==> config.mk <==
export PLATFORM = sky130hd
export DESIGN_NAME = spi_packet_scheduler_flat
export DESIGN_NICKNAME = d
export VERILOG_FILES = /design/src/rtl/spi_packet_scheduler_if.sv /design/src/rtl/spi_packet_scheduler.sv /design/src/flat_wrapper.sv
export SDC_FILE = /design/constraint.sdc
export NUM_CORES = 1
export LEC_CHECK = 0
export ABC_AREA = 1
export BUFFER_PORTS_ARGS = -buffer_cell sky130_fd_sc_hd__buf_4
export CAP_MARGIN = 0
export CORE_MARGIN = 1.5
export CORE_UTILIZATION = 45
export DETAILED_ROUTE_END_ITERATION = 8
export MAX_ROUTING_LAYER = met4
export PLACE_DENSITY = 0.63
export SYNTH_ARGS = -nofsm -noshare
export SYNTH_HDL_FRONTEND = slang
export SYNTH_SLANG_ARGS = --single-unit
==> constraint.sdc <==
create_clock -name clk_in -period 22.8 [get_ports clk_in]
set_input_delay 3.42 -clock clk_in [delete_from_list [all_inputs] [get_ports clk_in]]
set_output_delay 3.42 -clock clk_in [all_outputs]
set_load 0.02 [all_outputs]
==> src/rtl/spi_packet_scheduler_if.sv <==
// Pixel-in / SPI-sender-out bundle for spi_packet_scheduler.
// master = pixel source plus SPI sender environment, slave = the scheduler.
interface spi_packet_scheduler_if #(
    parameter int LINES      = 6,
    parameter int DATA_WIDTH = 16
);
    logic                        pixel_valid_in;
    logic [DATA_WIDTH-1:0]       pixel_data_in;
    logic [10:0]                 hcount_in;
    logic [9:0]                  vcount_in;
    logic                        spi_busy_in;
    logic [LINES*DATA_WIDTH-1:0] data_out;
    logic                        trigger_out;
    logic [15:0]                 drop_count_out;
    logic [7:0]                  timeout_count_out;

    modport master (
        output pixel_valid_in, pixel_data_in, hcount_in, vcount_in, spi_busy_in,
        input  data_out, trigger_out, drop_count_out, timeout_count_out
    );

    modport slave (
        input  pixel_valid_in, pixel_data_in, hcount_in, vcount_in, spi_busy_in,
        output data_out, trigger_out, drop_count_out, timeout_count_out
    );
endinterface

==> src/rtl/spi_packet_scheduler.sv <==
// Downsamples the pixel stream 2:1, packs LINES pixels per packet, queues them and hands them to the SPI sender.
// Optional macro SPI_SYNC_PACKET_EN: a frame start also queues a sync packet (SYNC_WORD on every lane).
module spi_packet_scheduler #(
    parameter int LINES         = 6,
    parameter int DATA_WIDTH    = 16,
    parameter int QUEUE_DEPTH   = 4,
`ifdef SPI_SYNC_PACKET_EN
    parameter logic [DATA_WIDTH-1:0] SYNC_WORD = 16'hA5A5,
`endif
    parameter int START_TIMEOUT = 8
) (
    input  logic                   clk_in,
    input  logic                   rst_in,
    spi_packet_scheduler_if.slave  bus
);
    localparam int IDX_W = $clog2(LINES);
    localparam int PTR_W = $clog2(QUEUE_DEPTH);
    localparam int CNT_W = PTR_W + 1;
    localparam int TMR_W = $clog2(START_TIMEOUT);
    localparam int PKT_W = LINES * DATA_WIDTH;
`ifdef SPI_SYNC_PACKET_EN
    localparam int ENTRY_W = PKT_W + 1;
`else
    localparam int ENTRY_W = PKT_W;
`endif

    typedef enum logic [2:0] {IDLE, LOAD, TRIG, WAIT_START, WAIT_DONE} state_e;

    state_e                  state_q, state_d;
    logic [TMR_W-1:0]        timer_q, timer_d;
    logic [IDX_W-1:0]        idx_q, idx_d;
    logic [DATA_WIDTH-1:0]   lanes_q [LINES-1];
    logic [DATA_WIDTH-1:0]   lanes_d [LINES-1];
    logic [ENTRY_W-1:0]      mem_q [QUEUE_DEPTH];
    logic [PTR_W-1:0]        wr_ptr_q, rd_ptr_q;
    logic [CNT_W-1:0]        count_q, count_d;
    logic [PKT_W-1:0]        data_q, data_d;
    logic                    trigger_q, trigger_d;
    logic [15:0]             drop_q, drop_d;
    logic [7:0]              timeout_q, timeout_d;

    logic                    accept_s, frame_start_s, data_push_s, push_s;
    logic                    pop_s, wr_en_s, drop_s, timeout_inc_s;
    logic                    empty_s, full_s;
    logic [PKT_W-1:0]        pkt_s;
    logic [ENTRY_W-1:0]      push_entry_s, head_s;

    assign accept_s      = bus.pixel_valid_in & ~bus.hcount_in[0] & ~bus.vcount_in[0];
    assign frame_start_s = accept_s && (bus.hcount_in == 11'd0) && (bus.vcount_in == 10'd0);

    // Packet assembly; the last lane is taken straight from the completing pixel
    always_comb begin
        lanes_d     = lanes_q;
        idx_d       = idx_q;
        data_push_s = 1'b0;
        pkt_s       = '0;
        for (int k = 0; k < LINES - 1; k++) begin
            pkt_s[k*DATA_WIDTH +: DATA_WIDTH] = lanes_q[k];
        end
        pkt_s[(LINES-1)*DATA_WIDTH +: DATA_WIDTH] = bus.pixel_data_in;
        if (frame_start_s) begin
            lanes_d[0] = bus.pixel_data_in;
            idx_d      = IDX_W'(1);
        end else if (accept_s) begin
            if (idx_q == IDX_W'(LINES - 1)) begin
                idx_d       = '0;
                data_push_s = 1'b1;
            end else begin
                lanes_d[idx_q] = bus.pixel_data_in;
                idx_d          = idx_q + IDX_W'(1);
            end
        end else begin
            idx_d = idx_q;
        end
    end

`ifdef SPI_SYNC_PACKET_EN
    logic sync_pend_q, sync_pend_d, sync_push_s;

    // A pending sync yields to a data push so the older data packet queues first
    always_comb begin
        sync_push_s  = sync_pend_q && !data_push_s;
        sync_pend_d  = (sync_pend_q && data_push_s) || frame_start_s;
        push_s       = data_push_s || sync_push_s;
        if (data_push_s) begin
            push_entry_s = {1'b0, pkt_s};
        end else begin
            push_entry_s = {1'b1, {PKT_W{1'b0}}};
        end
    end
`else
    assign push_s       = data_push_s;
    assign push_entry_s = pkt_s;
`endif

    assign head_s  = mem_q[rd_ptr_q];
    assign empty_s = (count_q == CNT_W'(0));
    assign full_s  = (count_q == CNT_W'(QUEUE_DEPTH));
    assign wr_en_s = push_s && (!full_s || pop_s);
    assign drop_s  = push_s && full_s && !pop_s;

    // Sender handshake FSM and queue pop
    always_comb begin
        state_d       = state_q;
        timer_d       = timer_q;
        data_d        = data_q;
        pop_s         = 1'b0;
        timeout_inc_s = 1'b0;
        case (state_q)
            IDLE: begin
                if (!empty_s && !bus.spi_busy_in) begin
                    state_d = LOAD;
                    pop_s   = 1'b1;
`ifdef SPI_SYNC_PACKET_EN
                    data_d  = head_s[PKT_W] ? {LINES{SYNC_WORD}} : head_s[PKT_W-1:0];
`else
                    data_d  = head_s;
`endif
                end else begin
                    state_d = IDLE;
                end
            end
            LOAD: state_d = TRIG;
            TRIG: begin
                state_d = WAIT_START;
                timer_d = '0;
            end
            WAIT_START: begin
                if (bus.spi_busy_in) begin
                    state_d = WAIT_DONE;
                end else if (timer_q == TMR_W'(START_TIMEOUT - 1)) begin
                    state_d       = IDLE;
                    timeout_inc_s = 1'b1;
                end else begin
                    timer_d = timer_q + TMR_W'(1);
                end
            end
            WAIT_DONE: begin
                if (!bus.spi_busy_in) begin
                    state_d = IDLE;
                end else begin
                    state_d = WAIT_DONE;
                end
            end
            default: state_d = IDLE;
        endcase
        trigger_d = (state_d == TRIG);
        count_d   = count_q + CNT_W'(wr_en_s) - CNT_W'(pop_s);
        drop_d    = (drop_s && drop_q != 16'hFFFF) ? drop_q + 16'd1 : drop_q;
        timeout_d = (timeout_inc_s && timeout_q != 8'hFF) ? timeout_q + 8'd1 : timeout_q;
    end

    // State, pointers, counters and registered outputs
    always_ff @(posedge clk_in) begin
        if (rst_in) begin
            state_q   <= IDLE;
            timer_q   <= '0;
            idx_q     <= '0;
            lanes_q   <= '{default: '0};
            wr_ptr_q  <= '0;
            rd_ptr_q  <= '0;
            count_q   <= '0;
            data_q    <= '0;
            trigger_q <= 1'b0;
            drop_q    <= '0;
            timeout_q <= '0;
`ifdef SPI_SYNC_PACKET_EN
            sync_pend_q <= 1'b0;
`endif
        end else begin
            state_q   <= state_d;
            timer_q   <= timer_d;
            idx_q     <= idx_d;
            lanes_q   <= lanes_d;
            wr_ptr_q  <= wr_ptr_q + PTR_W'(wr_en_s);
            rd_ptr_q  <= rd_ptr_q + PTR_W'(pop_s);
            count_q   <= count_d;
            data_q    <= data_d;
            trigger_q <= trigger_d;
            drop_q    <= drop_d;
            timeout_q <= timeout_d;
`ifdef SPI_SYNC_PACKET_EN
            sync_pend_q <= sync_pend_d;
`endif
        end
    end

    // Queue storage; contents are don't-care while the entry is not counted
    always_ff @(posedge clk_in) begin
        if (wr_en_s) begin
            mem_q[wr_ptr_q] <= push_entry_s;
        end
    end

    assign bus.data_out          = data_q;
    assign bus.trigger_out       = trigger_q;
    assign bus.drop_count_out    = drop_q;
    assign bus.timeout_count_out = timeout_q;
endmodule
==> src/flat_wrapper.sv <==
// flat-port wrapper written by rule: the top's interface ports become plain ports
module spi_packet_scheduler_flat 
#(
    parameter int LINES         = 6,
    parameter int DATA_WIDTH    = 16,
    parameter int QUEUE_DEPTH   = 4,

    parameter int START_TIMEOUT = 8
)
  (clk_in, rst_in, bus_pixel_valid_in, bus_pixel_data_in, bus_hcount_in, bus_vcount_in, bus_spi_busy_in, bus_data_out, bus_trigger_out, bus_drop_count_out, bus_timeout_count_out);
  spi_packet_scheduler_if #(.LINES(LINES), .DATA_WIDTH(DATA_WIDTH)) bus_i ();
  input  logic clk_in;
  input  logic rst_in;
  input wire logic [$bits(bus_i.pixel_valid_in)-1:0] bus_pixel_valid_in;
  input wire logic [$bits(bus_i.pixel_data_in)-1:0] bus_pixel_data_in;
  input wire logic [$bits(bus_i.hcount_in)-1:0] bus_hcount_in;
  input wire logic [$bits(bus_i.vcount_in)-1:0] bus_vcount_in;
  input wire logic [$bits(bus_i.spi_busy_in)-1:0] bus_spi_busy_in;
  output wire logic [$bits(bus_i.data_out)-1:0] bus_data_out;
  output wire logic [$bits(bus_i.trigger_out)-1:0] bus_trigger_out;
  output wire logic [$bits(bus_i.drop_count_out)-1:0] bus_drop_count_out;
  output wire logic [$bits(bus_i.timeout_count_out)-1:0] bus_timeout_count_out;
  assign bus_i.pixel_valid_in = bus_pixel_valid_in;
  assign bus_i.pixel_data_in = bus_pixel_data_in;
  assign bus_i.hcount_in = bus_hcount_in;
  assign bus_i.vcount_in = bus_vcount_in;
  assign bus_i.spi_busy_in = bus_spi_busy_in;
  assign bus_data_out = bus_i.data_out;
  assign bus_trigger_out = bus_i.trigger_out;
  assign bus_drop_count_out = bus_i.drop_count_out;
  assign bus_timeout_count_out = bus_i.timeout_count_out;
  spi_packet_scheduler #(.LINES(LINES), .DATA_WIDTH(DATA_WIDTH), .QUEUE_DEPTH(QUEUE_DEPTH), .START_TIMEOUT(START_TIMEOUT)) u_core (.clk_in(clk_in), .rst_in(rst_in), .bus(bus_i));
endmodule
[Yosys cells after proc, flatten, opt, wreduce, memory -nomap -nowiden]
Memory sizes are Yosys's and may differ from the RTL's. A register that Yosys moved wholly into a read port is not among the register bits.
Cells that the tools add are included.
Word-level totals
  memories kept: 1
  bits in writable memories: 384
  input bits: 41
  register bits after elaboration: 121
Memories
  u_core.mem_q: depth 4, bits a word 96, read ports 1, clocked after memory_dff 1, write ports 1, line spi_packet_scheduler.sv:34  | logic [ENTRY_W-1:0] mem_q [QUEUE_DEPTH];
Cells by class
  reductions and logical operators: 25
  $lt $le $gt $ge: 2
  equal/unequal tests: 13
  add/subtract/negate cells: 8
  mux-type cells: 27
  bitwise gates (word level): 7
Operator list (number)
  80-bit 2-to-1 mux: 2
  80-bit bitwise mux: 1
  16-bit demux with 3-bit select: 1
  16-bit 2-to-1 mux: 2
  3-bit 2-to-1 mux: 6
  16-bit by 1-bit adder with 16-bit output, second input constant: 1
  16-bit != test, second input constant: 1
  3-bit case mux with 5 select lines: 1
  1-bit 2-to-1 mux: 13
  3-bit == test, second input constant: 4
  11-bit zero test: 1
  10-bit zero test: 1
  3-bit by 2-bit == test with 1-bit output, second input constant: 3
  1-bit logical AND: 9
  8-bit by 1-bit adder with 8-bit output, second input constant: 1
  8-bit != test, second input constant: 1
  3-bit by 1-bit adder with 3-bit output, second input constant: 2
  3-bit zero test: 2
  3-bit case mux with 2 select lines: 1
  3-bit AND reduction: 2
  2-bit by 1-bit adder with 2-bit output: 2
  4-bit greater-or-equal comparator, second input constant: 1
  1-bit zero test: 4
  4-bit by 1-bit < comparator with 1-bit output, second input constant: 1
  12 further kinds: 19

[Longest topological paths before layout]
Gate-level depths: netlist of the first run.
  word-level depth: 9
  mapped depth: 13

[Worst setup path before layout of the first run]
OpenSTA, ideal clock, no wires.
  path type: input-to-reg
  from: input bus_vcount_in[0]
  to: memory u_core.mem_q[0][0] (netlist bit) (enable)
  buffers on the path: 0
  stages: 6
  path slack: 11604 ps
  arrival time: 10527 ps
  setup time: 669 ps
  required time: 22131 ps
  path through: nand3b_4 > nor2_1 > nand2_1 > nor2_1 > inv_1 > nor3_1
Between the ends
  cells in the longest elaborated chain, start to end: 8
Ends and longest elaborated chain
  start: declaration: line flat_wrapper.sv:17  | input wire logic [$bits(bus_i.vcount_in)-1:0] bus_vcount_in;
  1-bit inverter: line spi_packet_scheduler.sv:48  | assign accept_s = bus.pixel_valid_in & ~bus.hcount_in[0] & ~bus.vcount_in[0];
  1-bit AND: line spi_packet_scheduler.sv:48
  1-bit logical AND (2 in a row): line spi_packet_scheduler.sv:49  | assign frame_start_s = accept_s && (bus.hcount_in == 11'd0) && (bus.vcount_in == 10'd0);
  1-bit 2-to-1 mux (*): line spi_packet_scheduler.sv:61  | if (frame_start_s) begin
  1-bit logical AND (*): line spi_packet_scheduler.sv:99  | assign wr_en_s = push_s && (!full_s || pop_s);
  1-bit 2-to-1 mux (*): line spi_packet_scheduler.sv:190  | if (wr_en_s) begin
  1-bit 2-to-1 mux (implied by the code) (*): line spi_packet_scheduler.sv:191  | mem_q[wr_ptr_q] <= push_entry_s;
  end: declaration: line spi_packet_scheduler.sv:34
Every way passes the cells marked *; elsewhere a longest branch is shown, timed or not.

[Worst setup path in the final report of the first run]
  from: input bus_vcount_in[0]
  to: memory u_core.mem_q[3][28] (netlist bit) (enable)
The elaborated chain is that of the path after synthesis.

==> metrics.md, run 1 <==
| Metric | Value |
|---|---|
| Status | finished clean |
| Worst EP required | 23030 ps |
| Minimum clock period | 5635 ps |
| Sum Neg Setup Slack | 0 ps |
| EDFF count, synth | 384 |
| Clock Skew | 22.21 ps |
| Most frequent cells in the layout | nor2_1 (516), edfxtp_1 (384), o21ai_0 (261) |
| Vias in the first global route | 14320 |
| Antenna diodes | 0 |
| Wire per inst | 18.98 um |
| Overflow after GRT | 0 |
| Critical-path cell list | buf_4 -> nand3b_4 -> nor2_1 -> nand2_1 -> nor2_1 -> inv_1 -> nor3_2 -> buf_4 -> buf_4 |
| Mean number of vias per cell | 5.330 |
| Area of the multi-input gates | 5758 um2 |
| PortBufs | 161 |
| Initial antenna violation count | 0 |
| Max VDD drop | 0.08274 mV |
| Final-report hold violation count | 0 |
| Post-DP HPWL | 28460 um |
| Tcrit/Tclk final | 0.2472 |
| Endpoints failing setup | 0 |
| Reg-to-reg startpoint | u_core.idx_q[0]$_SDFFE_PP0N_ |
| Mapped Cells | 2010 |
| Yosys reg bits | 601 |
| FF-to-FF setup slack | 19500 ps |
| CTS tree | built |
| Synthesized cell area | 22380 um2 |
| DRC viols | 0 |
| Share of cells above drive strength 1 | 0.1363 |
| Ys async rst share | 0 |
| Synth area leaders | edfxtp_1 (52%), dfxtp_1 (19%), nor2_1 (8.7%) |
| R2R cell count | 8 |
| Via count | 15120 |
| Routed Antenna Nets | 0 |
| Die Y | 226.0 um |
| Synthesized net count | 2060 |
| Worst hold start | u_core.timer_q[0]$_SDFFE_PP0P_ |
| Final nets | 2173 |
| Post-CTS Resized | 0 |
| Syn. warnings | 0 |
| CTS max path bufs | 3 |
| Hold path depth | 1 |
| Ports | 162 |
| Reg2reg end | u_core.mem_q[3][28]$_DFFE_PP_ |
| Largest net degree at the start of global routing | 196 |
| Fill cells | 4252 |
| Synth top area share | 0.5151 |
| Setup bufs post-CTS | 0 |
| Most common cell after layout, fill and taps aside | nor2_1 |
| Final Wtd Congestion | 0.7649 |
| Slowest cell delay on critical path | 820 ps |
| Commonest register cell after synthesis | edfxtp_1 |
| Clock-pin slew on the worst setup and hold paths | 60 ps |
| Power per cell area | 111.1 nW/um2 |
| H-tree depth | 2 |
| Maxcap violations | 0 |
| Synthesis-to-layout area growth | 15.98% |
| Crit path launch type | input pin |
| Die Area | 51090 um2 |
| TritonCTS Sinks | 601 |
| RSZ-0062 raised after global routing | false |
| Initial DRC Count | 1378 |
| Hold buffers post-CTS | 0 |
| TritonCTS Buffers | 59 |
| Die Wd | 226.0 um |
| HP Class | reg2reg |
| CP endpoint kind | flop |
| Max Fclk | 177.5 MHz |
| Post-route insts no fill | 2836 |
| Clock Latency Late Sink | 620 ps |
| Leakage | 0.009056 uW |
| Rows | 81 |
| Starting Density | 0.4563 |
| First-pass iteration count of the detailed router | 5 |
| Worst setup path class | in2reg |
| Post-Syn Area per Cell | 11.14 um2 |
| Slew margin rel. | 0.2502 |
| Hold EP | u_core.timer_q[0]$_SDFFE_PP0P_ |
| Unique masters post-synth | 37 |
| Slew @ Worst Pin | 1125 ps |
| Most used cell along the critical path | buf_4 |
| Inst Count DP | 2726 |
| FF+latch area | 15880 um2 |
| Slew Limit Fails | 0 |
| CP arrival | 5860 ps |
| Core area | 49050 um2 |
| CP Max Fanout | 55 |
| Cell family with the largest share of critical-path delay | buffers and inverters |
| Seq/Total Area, Yosys | 0.7092 |
| Slowest CP cell | buf_4 |
| Synth area leader | edfxtp_1 |
| Routed wire length | 53840 um |
| Root buffer cell | clkbuf_16 |
| Buf+Inv Stages, Crit Path | 4 |
| Global-route wire length before repair | 82440 um |
| Aggregate global-route resource usage | 0.2179 |
-- how the worst max path moves through the flow --
stage | from | end | slack, ps | depth (start not counted)
after global placement | bus_vcount_in[0] | u_core.mem_q[2][50]$_DFFE_PP_ | 16540 | 9
final | bus_vcount_in[0] | u_core.mem_q[3][28]$_DFFE_PP_ | 17160 | 9
after global routing | bus_vcount_in[0] | u_core.mem_q[2][28]$_DFFE_PP_ | 17000 | 9
after CTS | bus_vcount_in[0] | u_core.mem_q[3][30]$_DFFE_PP_ | 17160 | 9
after detailed placement | bus_vcount_in[0] | u_core.mem_q[3][25]$_DFFE_PP_ | 16510 | 9
after floorplan | bus_vcount_in[0] | u_core.mem_q[0][0]$_DFFE_PP_ | 11600 | 6
-- stage by stage --
stage               hold WS [ps]  worst slack [ps]  instance area, um2  power [uW]  utilization
finish                     472.1             17160               25960        2884       0.5293
global route               497.8             17000               25960        3013       0.5293
CTS                        474.6             17160               25960        2910       0.5293
detailed placement         460.1             16510               24000        1938       0.4893
global placement           445.7             16540               24000        1930       0.4893
floorplan                  428.9             11600               22380        1700            -
-- where the power goes --
group	internal, uW	total [uW]	switching [uW]	leakage, uW
Clock	574	977	403	0.000955
Sequential	1230	1310	79.3	0.00507
Combinational	198	597	399	0.00303
Total	2000	2880	881	0.00906
-- area by class of cell --
class / count / area share
inverter: 50 / 0.007615
multi-input combinational: 1235 / 0.2218
sequential: 601 / 0.6118
clock buffer: 90 / 0.06608
timing repair buffer: 176 / 0.05138
tap: 664 / 0.03200
clock inverter: 20 / 0.009350
-- sequential cells by signal, summed over array words and instances, names as in the netlist, 3 cells and up --
register,cells
u_core.bus.drop_count_out,16
u_core.bus.data_out,96
u_core.state_q,3
u_core.timer_q,3
u_core.mem_q,384
u_core.idx_q,3
u_core.bus.timeout_count_out,8
u_core.count_q,3
u_core.lanes_q,80
-- Yosys cell counts, types with 38 or more instances --
cell type	count
edfxtp_1	384
o21ai_1	71
buf_2	40
nor2_1	516
dfxtp_1	217
nand2_1	103
nand3_1	63
clkbuf_1	53
a21oi_1	69
o21ai_0	261
inv_1	38
a31oi_1	98
-- per-layer routing --
layer | vias up | global-route usage | wire length, um
met4 | 0 | 0.06366 | 995
met2 | 453 | 0.3508 | 25440
met3 | 77 | 0.03851 | 3742
li1 | 7286 | - | -
met1 | 7300 | 0.2837 | 23660
met5 | - | - | 0
-- kinds of logic (layout without fill, tap and decap cells) --
logic type | count (synthesis) | after routing | share of synthesized area
compound gates | 501 | 501 | 0.1177
xor+xnor | 4 | 4 | 0.001565
fa+ha+maj | 9 | 9 | 0.005366
buf+inv | 174 | 336 | 0.03443
flops | 601 | 601 | 0.7092
simple gates | 721 | 721 | 0.1317
(Power assumes the default switching activity.)
==> inputs of run 2 (changes only) <==
==> constraint.sdc (replaced) <==
create_clock -name clk_in -period 5.35 [get_ports clk_in]
set_input_delay 0.8025 -clock clk_in [delete_from_list [all_inputs] [get_ports clk_in]]
set_output_delay 0.8025 -clock clk_in [all_outputs]
set_load 0.02 [all_outputs]
==> metrics.md, run 2 (synthesis results as in run 1) <==
| Metric | Value |
|---|---|
| Status | finished clean |
| Initial antenna violation count | 0 (unchanged) |
| Final worst slack | 2796 ps (-14370 ps) |
| Hold EP | u_core.timer_q[0]$_SDFFE_PP0P_ |
| Final Wtd Congestion | 0.7767 (+1.5%) |
| TritonCTS Sinks | 601 (unchanged) |
| Fin area | 25950 um2 (about the same) |
| RSZ-0062 raised after global routing | false |
| CP Max Fanout | 96 (+75%) |
| Worst EP required | 5580 ps (-17450 ps) |
| Ports | 162 (unchanged) |
| Reg-to-reg startpoint | u_core.idx_q[0]$_SDFFE_PP0N_ |
| Placement Setup Slack | 2425 ps (-14090 ps) |
| Reg2reg end | u_core.mem_q[3][88]$_DFFE_PP_ |
| Slew Limit Fails | 0 (unchanged) |
| H-tree depth | 2 (unchanged) |
| Largest net degree at the start of global routing | 195 (-0.51%) |
| Inst Count DP | 2726 (unchanged) |
| CTS max path bufs | 3 (unchanged) |
| Sum Neg Setup Slack | 0 ps (unchanged) |
| Power per cell area | 467.2 nW/um2 (+320%) |
| Aggregate global-route resource usage | 0.2174 (-0.0004946) |
| Hold buffers post-CTS | 0 (unchanged) |
| First-pass iteration count of the detailed router | 5 (unchanged) |
| Number of flip-flops in the largest register | 384 (unchanged) |
| Final nets | 2173 (unchanged) |
| Tcrit/Tclk final | 0.4774 |
| Worst setup path class | reg2reg |
| Slew @ Worst Pin | 1051 ps (-73.84 ps) |
| Post-route insts no fill | 2836 (unchanged) |
| Routed wire length | 53470 um (-0.68%) |
| Die Y | 226.0 um (unchanged) |
| Root buffer cell | clkbuf_16 |
| Clock Latency Late Sink | 610 ps (about the same) |
| HP Class | reg2reg |
| DRC viols | 0 (unchanged) |
| Initial DRC Count | 1240 (-10%) |
| Synthesis-to-layout area growth | 15.92% (about the same) |
| FF-to-FF setup slack | 2800 ps (-16700 ps) |
| Starting Density | 0.4563 (unchanged) |
| Most frequent cells in the layout | nor2_1 (516), edfxtp_1 (384), o21ai_0 (261) |
| Routed Antenna Nets | 0 (unchanged) |
| Global-route wire length before repair | 81650 um (-0.95%) |
| Final-report hold violation count | 0 (unchanged) |
| Mean number of vias per cell | 5.289 (-0.77%) |
| Max Fclk | 391.5 MHz |
| Post-CTS Resized | 0 (unchanged) |
| Post-DP HPWL | 27070 um (-4.9%) |
| CP arrival | 2790 ps (-3070 ps) |
| Overflow after GRT | 0 (unchanged) |
| Vias in the first global route | 14440 (+0.84%) |
| Slew margin rel. | 0.2994 (+0.04923) |
| Share of cells above drive strength 1 | 0.1367 (+0.0004604) |
| Hold path depth | 1 (unchanged) |
| Worst hold start | u_core.timer_q[0]$_SDFFE_PP0P_ |
| Crit path launch type | flop |
| Antenna diodes | 0 (unchanged) |
| Setup bufs post-CTS | 0 (unchanged) |
| Rows | 81 (unchanged) |
| Max VDD drop | 0.3862 mV (+370%) |
| Minimum clock period | 2554 ps |
| Clock-pin slew on the worst setup and hold paths | 60 ps (about the same) |
| Largest Register | u_core.mem_q |
| Placed inst area | 24080 um2 (+0.31%) |
| R2R cell count | 7 (-1) |
| Clock Skew | 15.09 ps (-7.120 ps) |
| CTS tree | built |
| Via count | 15000 (-0.77%) |
| Die Wd | 226.0 um (unchanged) |
| Maxcap violations | 0 (unchanged) |
| Die Area | 51090 um2 (unchanged) |
| Wire per inst | 18.86 um (-0.68%) |
| Most common cell after layout, fill and taps aside | nor2_1 |
| Core area | 49050 um2 (unchanged) |
| PortBufs | 161 (unchanged) |
| CP endpoint kind | flop |
| Leakage | 0.009038 uW (-0.20%) |
| TritonCTS Buffers | 59 (unchanged) |
| Endpoints failing setup | 0 (unchanged) |
run 2: cell types whose count changed in the layout (fill, tap and decap cells not counted):
cell,change
buf_12,+4
buf_4,-4
bufinv_16,-3
clkbuf_1,-1
clkinv_2,+6
clkinv_8,-1
clkinvlp_4,+1
inv_4,-1
inv_6,-1
nor3_2,-4
nor3_4,+4
run 2: critical path, cell delays in order (launching register included):
cell	delay [ps]
dfxtp_1	520
nand3_1	170
nor2_1	190
nand2_1	80
nor2_1	190
inv_1	220
nor3_4	200
buf_12	540
run 2: layout make-up:
class,count,area [um2]
clock buffer,89,1712
clock inverter,21,160.2
fill,4276,23100
inverter,50,196.4
multi-input combinational,1235,5783
sequential,601,15880
tap,664,830.8
timing repair buffer,176,1384
run 2: power by group:
group	internal, uW	switching (uW)
clock	2300	1670
combinational	850	1710
sequential	5250	345
run 2: metal layers:
| layer | share of wire | up-vias | GRT usage |
|---|---|---|---|
| li1 | - | 7286 | - |
| met1 | 0.43 | 7171 | 0.2736 |
| met2 | 0.47 | 436 | 0.3496 |
| met3 | 0.067 | 106 | 0.04437 |
| met4 | 0.035 | 0 | 0.07806 |
| met5 | 0 | - | - |
run 2: worst max path at each step:
stage,to,slack (ps),startpoint
6_report,u_core.mem_q[3][88]$_DFFE_PP_,2800,u_core.idx_q[0]$_SDFFE_PP0N_
5_1_grt,u_core.mem_q[2][63]$_DFFE_PP_,2600,u_core.idx_q[0]$_SDFFE_PP0N_
4_1_cts,u_core.mem_q[2][63]$_DFFE_PP_,2790,u_core.idx_q[0]$_SDFFE_PP0N_
3_5_place_dp,u_core.mem_q[2][52]$_DFFE_PP_,2420,bus_vcount_in[0]
3_3_place_gp,u_core.mem_q[3][43]$_DFFE_PP_,2490,bus_vcount_in[0]
2_1_floorplan,u_core.mem_q[0][0]$_DFFE_PP_,-310,bus_vcount_in[0]
run 2: per-stage QoR:
stage	total power (uW)	utilization	hold WS, ps
2_1_floorplan	7245	-	428.9
3_3_place_gp	8228	0.4908	442.1
3_5_place_dp	8270	0.4908	462.2
4_1_cts	12230	0.5290	465.7
5_1_grt	12720	0.5290	487.2
6_report	12120	0.5290	465.9
==> inputs of run 3 (changes only) <==
==> constraint.sdc (replaced) <==
create_clock -name clk_in -period 2.4 [get_ports clk_in]
set_input_delay 0.36 -clock clk_in [delete_from_list [all_inputs] [get_ports clk_in]]
set_output_delay 0.36 -clock clk_in [all_outputs]
set_load 0.02 [all_outputs]
==> metrics.md, run 3 (synthesis results as in run 1) <==
| Metric | Value |
|---|---|
| Final design utilization | 0.5346 (+0.005561) |
| Vias in the first global route | 14380 (-0.45%) |
| HP Class | in2reg |
| Inst Count DP | 2744 (+0.66%) |
| Crit path launch type | flop |
| Worst EP required | 2650 ps (-2930 ps) |
| Mean number of vias per cell | 5.334 (+0.86%) |
| Synthesis-to-layout area growth | 17.14% |
| Wire per inst | 18.61 um (-1.3%) |
| Crit path from | u_core.idx_q[1]$_SDFFE_PP0P_ |
| Die Area | 51090 um2 (unchanged) |
| Final nets | 2191 (+0.83%) |
| Fin area | 26220 um2 (+1.1%) |
| Slew margin rel. | 0.4847 (+0.1853) |
| Tcrit/Tclk final | 0.9204 (+0.4430) |
| H-tree depth | 2 (unchanged) |
| TritonCTS Sinks | 601 (unchanged) |
| Initial DRC Count | 1253 (+1.0%) |
| Routed wire length | 53120 um (-0.66%) |
| Post-CTS Resized | 0 (unchanged) |
| Maxcap violations | 0 (unchanged) |
| Sum Neg Setup Slack | 0 ps (unchanged) |
| Total design power | 27060 uW (+120%) |
| RSZ-0062 raised after global routing | false |
| Post-DP HPWL | 30570 um (+13%) |
| Worst setup path class | reg2reg |
| Critical-path cell list | inv_2 -> nand3_1 -> nor2_2 -> nand2_1 -> nor2_2 -> inv_2 -> nor3_4 -> buf_12 |
| Die Wd | 226.0 um (unchanged) |
| Via count | 15220 (+1.5%) |
| Global-route wire length before repair | 82390 um (+0.90%) |
| Reg-to-reg startpoint | u_core.idx_q[1]$_SDFFE_PP0P_ |
| Placed inst area | 24360 um2 (+1.2%) |
| Max Fclk | 452.7 MHz (+16%) |
| TritonCTS Buffers | 59 (unchanged) |
| Final Wtd Congestion | 0.7892 (+1.6%) |
| Slowest cell delay on critical path | 450 ps (-90 ps) |
| Overflow after GRT | 0 (unchanged) |
| Post-route insts no fill | 2854 (+0.63%) |
| Largest net degree at the start of global routing | 136 (-30%) |
| Slowest CP cell | buf_12 |
| Clock Skew | 14.63 ps (-0.4635 ps) |
| Final-report hold violation count | 0 (unchanged) |
| Aggregate global-route resource usage | 0.2171 (-0.0003740) |
| Routed Antenna Nets | 0 (unchanged) |
| Ports | 162 (unchanged) |
| Leakage | 0.009177 uW (+1.5%) |
| Most common cell after layout, fill and taps aside | nor2_1 |
| CTS tree | built |
| Root buffer cell | clkbuf_16 |
| Share of cells above drive strength 1 | 0.1470 (+0.01029) |
| CTS max path bufs | 3 (unchanged) |
| Largest Register | u_core.mem_q |
| Endpoints failing setup | 0 (unchanged) |
| Setup bufs post-CTS | 0 (unchanged) |
| CP Max Fanout | 81 (-16%) |
| Starting Density | 0.4563 (unchanged) |
| PortBufs | 161 (unchanged) |
| Core area | 49050 um2 (unchanged) |
| Slew Limit Fails | 0 (unchanged) |
| Hold buffers post-CTS | 0 (unchanged) |
| Number of flip-flops in the largest register | 384 (unchanged) |
| Minimum clock period | 2209 ps (-345.2 ps) |
| Power per cell area | 1032 nW/um2 (+120%) |
| Max VDD drop | 0.8828 mV (+130%) |
| Clock-pin slew on the worst setup and hold paths | 60 ps (about the same) |
| DRC viols | 0 (unchanged) |
| Hold path depth | 3 (+2) |
| First-pass iteration count of the detailed router | 5 (unchanged) |
| Clock Latency Late Sink | 610 ps (about the same) |
| Most frequent cells in the layout | nor2_1 (513), edfxtp_1 (384), o21ai_0 (261) |
| CP arrival | 2460 ps (-330 ps) |
| Status | finished clean |
| CP endpoint kind | flop |
| Worst hold start | bus_spi_busy_in |
| Initial antenna violation count | 0 (unchanged) |
| Slew @ Worst Pin | 770.4 ps (-280.5 ps) |
| Die Y | 226.0 um (unchanged) |
| Antenna diodes | 0 (unchanged) |
| Rows | 81 (unchanged) |
| R2R cell count | 8 (+1) |
==> run 3: cell types whose count changed in the layout (fill, tap and decap cells not counted), sizes merged <==
cell and change:
clkinv +5, clkbuf -7, inv +2, buf +18
==> run 3: path summary, 6_finish.rpt <==
check,slack (ps),endpoint
setup / recovery,190,u_core.mem_q[2][27]$_DFFE_PP_
hold reg to reg,470,u_core.timer_q[0]$_SDFFE_PP0P_
setup reg to reg,190,u_core.mem_q[2][27]$_DFFE_PP_
hold / removal,70,u_core.state_q[2]$_SDFF_PP0_
==> run 3: critical path: cells and delay by family (launching register included) <==
kind                   cells  cell delay (ps)
AND/OR/NAND/NOR            5              700
buffers and inverters      3              680
flip-flops                 1              390
==> run 3: layout make-up <==
cell class	count	area (um2)
clock inverter	28	190.2
inverter	50	197.7
clock buffer	82	1673
fill	4218	22830
multi-input combinational	1235	5791
timing repair buffer	194	1657
tap	664	830.8
sequential	601	15880
==> run 3: through the flow <==
step | setup WS (ps) | hold slack (ps)
floorplan | -1335 | 428.9
detailed placement | 146.7 | 452.5
global placement | 147.7 | 443.1
CTS | 189.3 | 42.51
finish | 191.0 | 67.50
global route | 44.23 | 65.65
==> run 3: metal layers <==
| layer | part of all wire | vias up | routed length, um | track usage |
|---|---|---|---|---|
| met4 | 0.023 | 0 | 1204 | 0.05978 |
| met3 | 0.072 | 85 | 3814 | 0.04866 |
| met2 | 0.47 | 442 | 25110 | 0.3428 |
| met1 | 0.43 | 7378 | 22990 | 0.2828 |
| li1 | - | 7319 | - | - |
| met5 | 0 | - | 0 | - |
==> run 3: report_power, final <==
group | internal, uW | switching (uW)
sequential | 11700 | 540
clock | 5060 | 3790
combinational | 2010 | 3960
